## src/rtl/mvm_uart_pkg.sv

```systemverilog
// Shared parameter set and FSM encoding for the UART-to-MVM frame controller.
package mvm_uart_pkg;

    localparam int R             = 2;
    localparam int C             = 2;
    localparam int W_X           = 4;
    localparam int W_K           = 4;
    localparam int W_Y_OUT       = 8;
    localparam int BITS_PER_WORD = 8;

    localparam int W_Y        = W_X + W_K + $clog2(C);
    localparam int W_BUS_KX   = R * C * W_K + C * W_X;
    localparam int W_BUS_Y    = R * W_Y_OUT;
    localparam int N_WORDS_KX = W_BUS_KX / BITS_PER_WORD;
    localparam int N_WORDS_Y  = W_BUS_Y / BITS_PER_WORD;

    typedef enum logic [1:0] {
        RECV  = 2'd0,
        START = 2'd1,
        WAIT  = 2'd2,
        SEND  = 2'd3
    } state_t;

endpackage

```

## src/rtl/mvm_frame_timer.sv

```systemverilog
// Inter-byte idle counter; expires after TIMEOUT_CYCLES enabled cycles.
module mvm_frame_timer #(
    parameter int TIMEOUT_CYCLES = 10000
) (
    input  logic clk,
    input  logic rstn,
    input  logic i_clr,
    input  logic i_en,
    output logic o_expire
);

    localparam int W = (TIMEOUT_CYCLES > 1) ? $clog2(TIMEOUT_CYCLES) : 1;
    localparam logic [W-1:0] LAST = W'(TIMEOUT_CYCLES - 1);

    logic [W-1:0] r_cnt;

    // A zero budget disables the timeout entirely.
    if (TIMEOUT_CYCLES == 0) begin : g_off
        assign o_expire = 1'b0;
    end else begin : g_on
        assign o_expire = i_en && (r_cnt == LAST);
    end

    always_ff @(posedge clk or negedge rstn) begin
        if (!rstn) begin
            r_cnt <= '0;
        end else if (i_clr || o_expire) begin
            r_cnt <= '0;
        end else if (i_en) begin
            r_cnt <= r_cnt + 1'b1;
        end
    end

endmodule

```

## src/rtl/mvm_uart_ctrl.sv

```systemverilog
// Frame controller: bytes in -> K/X bus + start, Y result -> bytes out.
module mvm_uart_ctrl
    import mvm_uart_pkg::*;
#(
    parameter int TIMEOUT_CYCLES = 10000
) (
    input  logic                     clk,
    input  logic                     rstn,
    input  logic                     rx_valid,
    input  logic [BITS_PER_WORD-1:0] rx_data,
    output logic [W_BUS_KX-1:0]      mvm_kx,
    output logic                     mvm_start,
    input  logic                     mvm_done,
    input  logic [W_BUS_Y-1:0]       mvm_y,
    output logic                     tx_valid,
    output logic [BITS_PER_WORD-1:0] tx_data,
    input  logic                     tx_ready,
    output logic                     busy,
    output logic                     overrun,
    output logic                     timeout_err
);

    localparam int RXW = (N_WORDS_KX > 1) ? $clog2(N_WORDS_KX) : 1;
    localparam int TXW = (N_WORDS_Y > 1) ? $clog2(N_WORDS_Y) : 1;
    localparam logic [RXW-1:0] RX_LAST = RXW'(N_WORDS_KX - 1);
    localparam logic [TXW-1:0] TX_LAST = TXW'(N_WORDS_Y - 1);

    if ((W_BUS_KX % BITS_PER_WORD) != 0) begin : g_bad_kx
        $error("W_BUS_KX is not a multiple of BITS_PER_WORD");
    end
    if ((W_BUS_Y % BITS_PER_WORD) != 0) begin : g_bad_y
        $error("W_BUS_Y is not a multiple of BITS_PER_WORD");
    end

    state_t                r_state;
    state_t                w_next;
    logic [RXW-1:0]        r_rx_cnt;
    logic [TXW-1:0]        r_tx_idx;
    logic [W_BUS_KX-1:0]   r_kx;
    logic [W_BUS_Y-1:0]    r_y;
    logic                  r_overrun;
    logic                  r_timeout;
    logic                  w_idle_en;
    logic                  w_expire;
    logic                  w_rx_last;
    logic                  w_tx_fire;

    assign w_rx_last = (r_rx_cnt == RX_LAST);
    assign w_tx_fire = (r_state == SEND) && tx_ready;
    assign w_idle_en = (r_state == RECV) && (r_rx_cnt != '0) && !rx_valid;

    mvm_frame_timer #(
        .TIMEOUT_CYCLES(TIMEOUT_CYCLES)
    ) u_timer (
        .clk     (clk),
        .rstn    (rstn),
        .i_clr   (rx_valid),
        .i_en    (w_idle_en),
        .o_expire(w_expire)
    );

    always_ff @(posedge clk or negedge rstn) begin
        if (!rstn) begin
            r_state <= RECV;
        end else begin
            r_state <= w_next;
        end
    end

    always_comb begin
        w_next = r_state;
        case (r_state)
            RECV:  if (rx_valid && w_rx_last) w_next = START;
            START: w_next = WAIT;
            WAIT:  if (mvm_done) w_next = SEND;
            SEND:  if (tx_ready && r_tx_idx == TX_LAST) w_next = RECV;
            default: w_next = RECV;
        endcase
    end

    always_comb begin
        mvm_start   = (r_state == START);
        busy        = (r_state != RECV);
        tx_valid    = (r_state == SEND);
        tx_data     = r_y[r_tx_idx*BITS_PER_WORD +: BITS_PER_WORD];
        mvm_kx      = r_kx;
        overrun     = r_overrun;
        timeout_err = r_timeout;
    end

    always_ff @(posedge clk or negedge rstn) begin
        if (!rstn) begin
            r_rx_cnt  <= '0;
            r_tx_idx  <= '0;
            r_kx      <= '0;
            r_y       <= '0;
            r_overrun <= 1'b0;
            r_timeout <= 1'b0;
        end else begin
            if (r_state == RECV) begin
                if (rx_valid) begin
                    r_kx[r_rx_cnt*BITS_PER_WORD +: BITS_PER_WORD] <= rx_data;
                    r_rx_cnt <= w_rx_last ? '0 : r_rx_cnt + 1'b1;
                end else if (w_expire) begin
                    // Stale partial frame: restart slot count, keep old bus.
                    r_rx_cnt  <= '0;
                    r_timeout <= 1'b1;
                end
            end else if (rx_valid) begin
                r_overrun <= 1'b1;
            end
            if (r_state == WAIT && mvm_done) begin
                r_y      <= mvm_y;
                r_tx_idx <= '0;
            end
            if (w_tx_fire) begin
                r_tx_idx <= (r_tx_idx == TX_LAST) ? '0 : r_tx_idx + 1'b1;
            end
        end
    end

endmodule

```

## config.mk

```make
export PLATFORM = sky130hd
export DESIGN_NAME = mvm_uart_ctrl
export DESIGN_NICKNAME = d
export VERILOG_FILES = /design/src/rtl/mvm_uart_pkg.sv /design/src/rtl/mvm_frame_timer.sv /design/src/rtl/mvm_uart_ctrl.sv
export SDC_FILE = /design/constraint.sdc
export NUM_CORES = 1
export LEC_CHECK = 0
export ABC_AREA = 1
export BUFFER_PORTS_ARGS = -buffer_cell sky130_fd_sc_hd__buf_4
export CORE_ASPECT_RATIO = 0.75
export CORE_MARGIN = 1
export CORE_UTILIZATION = 50
export CTS_BUF_LIST = sky130_fd_sc_hd__clkbuf_2
export DETAILED_ROUTE_END_ITERATION = 7
export PLACE_DENSITY_LB_ADDON = 0.15
export SETUP_SLACK_MARGIN = 0.5
export SYNTH_ARGS = -nofsm -noshare
export SYNTH_HDL_FRONTEND = slang
export SYNTH_SLANG_ARGS = --single-unit
```

## constraint.sdc

```tcl
create_clock -name clk -period 3.2 [get_ports clk]
set_input_delay 0.32 -clock clk [delete_from_list [all_inputs] [get_ports clk]]
set_output_delay 0.32 -clock clk [all_outputs]
set_load 0.02 [all_outputs]
```

==> results.yml <==
sta:
  timing.fmax_mhz: 482
  final-setup-viol-count: 0
  skew_ps: 26.3
  min_period_over_period_pct: 64.8
  final.setup.tns_ps: 0
  max_slew_margin_pct: 49.7
  hold_viol: 0
  slew_violations: 0
  rsz0062_at_grt: "no"
  fin_crit_ps: 2070
  tightest_slew_ps: 755
logic_synthesis:
  synth_xor_area_share_pct: 1.17
  syn_avg_cell_area_um2: 8.90
  yosysSeqAreaShare_pct: 51.2
  synth_area_um2: 2980
  yosys.area_share.simple_pct: 27.1
  yosys.area_share.adder_pct: 3.78
  postSynthRegisterBits: 61
  yosys_warnings: 0
  synth_cells: 335
  synth_nets: 373
  synth_compound_area_share_pct: 4.91
  synth_cell_type_count: 28
  synth.area.mux_share_pct: 6.04
  synth_top_family_by_area: "simple AND/OR/NAND/NOR gates"
placement:
  dpl_cell_area_um2: 3510
  portBuffers: 65
  dpl.hpwl_mm: 4.66
  gp_congestion: 0.818
setup_path:
  crit_path_end: "mvm_kx[9]$_DFFE_PN0P_"
  r2r_cells: 4
  r2r_start: "r_state[1]$_DFFE_PN0P_"
  crit_required_ps: 3580
  reg2reg_slack_ps: 1130
  crit_path_start: "r_state[1]$_DFFE_PN0P_"
  crit_path_top_delay_cell: "nand3_1"
  arrival_ps: 2450
  r2r-end: "mvm_kx[9]$_DFFE_PN0P_"
  startpoint_type: "flop"
  path_cells: "inv_1 -> ha_1 -> nand3_1 -> o41ai_1"
  cp_slowest_stage_delay_ps: 530
  cp-end-kind: "flop"
  crit_type: "reg -> reg"
  cp_max_fo: 17
die:
  fp.coreArea_um2: 5550
  dieHeight_um: 68.9
  die_x_um: 91.2
  die_area_um2: 6280
  rows: 23
  initial_utilization_pct: 53.7
  ioPinCount: 66
run_status:
  status: "complete, no violations"
layout:
  drive_gt1_share_pct: 28.0
  seq_area_um2: 1530
  nFillCells: 485
  multi_input_comb_area_um2: 1280
  final_area_um2: 3670
  num-nets-final: 447
  area_growth_pct: 23.2
  diodes: 0
  fin_util_pct: 66.1
routing:
  drt_pass1_iterations: 4
  totalWireLength_mm: 6.40
  drc: 0
  vias: 2444
  antenna_left: 0
  drt_iter0_drc: 134
  wl_per_cell_um: 13.1
  via_per_inst: 5.00
run:
  cap_violations: 0
cts:
  clk_latency_ps: 480
  cts.clk_slew.worst_paths_ps: 180
  htree_levels: 3
  cts_tree: "done"
  cts_buffers: 9
  clock_path_buffers: 2
  cts-root-buf: "clkbuf_2"
  cts.sinks: 61
power:
  power_density_nw_per_um2: 809
  ir_drop_uv: 491
  leakage_nw: 1.89
grt:
  grt_pass1_wl_mm: 10.8
  track_usage_pct: 22.8
  first_global_vias: 2270
  antenna_found_initial: 0
  grt_max_degree: 62
  grt-ovfl-total: 0
hold_path:
  hold_path.class: "in -> reg"
-- through the flow --
step	power (mW)	setup slack, ps	hold slack [ps]	std cells
floorplan	2.06	1590	24.4	335
global route	3.21	915	0.679	489
finish	2.97	1130	59.9	489
CTS	2.99	1060	4.98	484
global placement	2.49	1280	442	467
detailed placement	2.53	1160	442	467
-- repair_timing --
action / 4_1_cts / 5_1_grt
hold endpoints to repair: 61 / 5
gates resized for setup: 0 / 0
buffers inserted: 0 / 0
hold buffers: 1 / 5
-- metal layers --
layer | vias up | track usage (%) | wire length [µm]
met5 | - | 0 | 0
met4 | 0 | 5.36 | 25
met3 | 4 | 8.77 | 460
met2 | 72 | 31.2 | 2560
met1 | 1134 | 33.6 | 3350
li1 | 1234 | - | -
-- flip-flops by register name (all words and copies together), names as in the netlist --
register / count
timeout_err: 1
overrun: 1
mvm_kx: 24
r_y: 16
r_rx_cnt: 2
r_tx_idx: 1
r_state: 2
u_timer.r_cnt: 14
-- Yosys cell counts --
master / count / area share (%)
nand2_1: 96 / 12
dfrtp_1: 61 / 51
nor2_1: 30 / 3.8
inv_1: 27 / 3.4
nand3_1: 25 / 4.2
o21ai_0: 20 / 3.4
mux2_2: 16 / 6.0
ha_1: 9 / 3.8
nand4_1: 9 / 1.9
nand3_2: 5 / 1.7
nor2_2: 5 / 1.0
inv_2: 4 / 0.50
a21oi_1: 3 / 0.50
buf_2: 3 / 0.50
buf_6: 3 / 1.1
xor2_1: 3 / 0.88
clkbuf_1: 2 / 0.25
nand2_2: 2 / 0.42
nor2_4: 2 / 0.76
nor3_1: 2 / 0.34
nand2_4: 1 / 0.38
nor3_2: 1 / 0.34
o211ai_1: 1 / 0.25
o21bai_1: 1 / 0.25
o31ai_1: 1 / 0.25
o41ai_1: 1 / 0.29
or2_0: 1 / 0.21
xnor2_1: 1 / 0.29
-- worst min path at each step --
stage	from	to	slack (ps)	cells past startpoint
final	mvm_y[4]	r_y[4]$_DFFE_PN0P_	60	2
after global routing	mvm_y[6]	r_y[6]$_DFFE_PN0P_	0.7	2
after CTS	mvm_y[12]	r_y[12]$_DFFE_PN0P_	5	2
after detailed placement	rstn	mvm_kx[16]$_DFFE_PN0P_	440	1
after global placement	rstn	mvm_kx[20]$_DFFE_PN0P_	440	1
after floorplan	rstn	mvm_kx[0]$_DFFE_PN0P_	20	0
-- cells in the final DEF (no fill, tap or decap), types with 11 or more instances in the layout --
master and instances:
inv_1 27, buf_4 65, nor2_1 30, o21ai_0 20, dfrtp_1 61, mux2_2 16
clkbuf_2 11, nand3_1 25, nand2_1 96
-- report_power, final --
part | internal, mW | switching, mW
combinational | 0.545 | 0.808
sequential | 1.01 | 0.155
clock | 0.182 | 0.274
total | 1.74 | 1.24
-- logic make-up (layout without fill, tap and decap cells) --
family	after synthesis	after routing
adders and majority gates	9	9
AOI/OAI and AO/OA	27	27
DFF	61	61
buffers and inverters	39	118
and+or+nand+nor	179	179
muxes	16	16
xor gates and xnor gates	4	4
-- worst max-delay path: cells and delay by family, from the launching register on --
kind	cells	cell delay (ps)
buffers and inverters	1	100
AOI/OAI and AO/OA	1	450
adders and majority gates	1	450
and+or+nand+nor	1	530
DFF	1	430
-- area by class of cell --
type                       instances  share of cell area, %
sequential                        61                   41.6
clock inverter                     5                   1.40
clock buffer                      11                   1.50
tap                               75                   2.55
multi-input combinational        235                   34.9
timing repair buffer              71                   14.9
inverter                          31                   3.17
(Power assumes the default switching activity.)
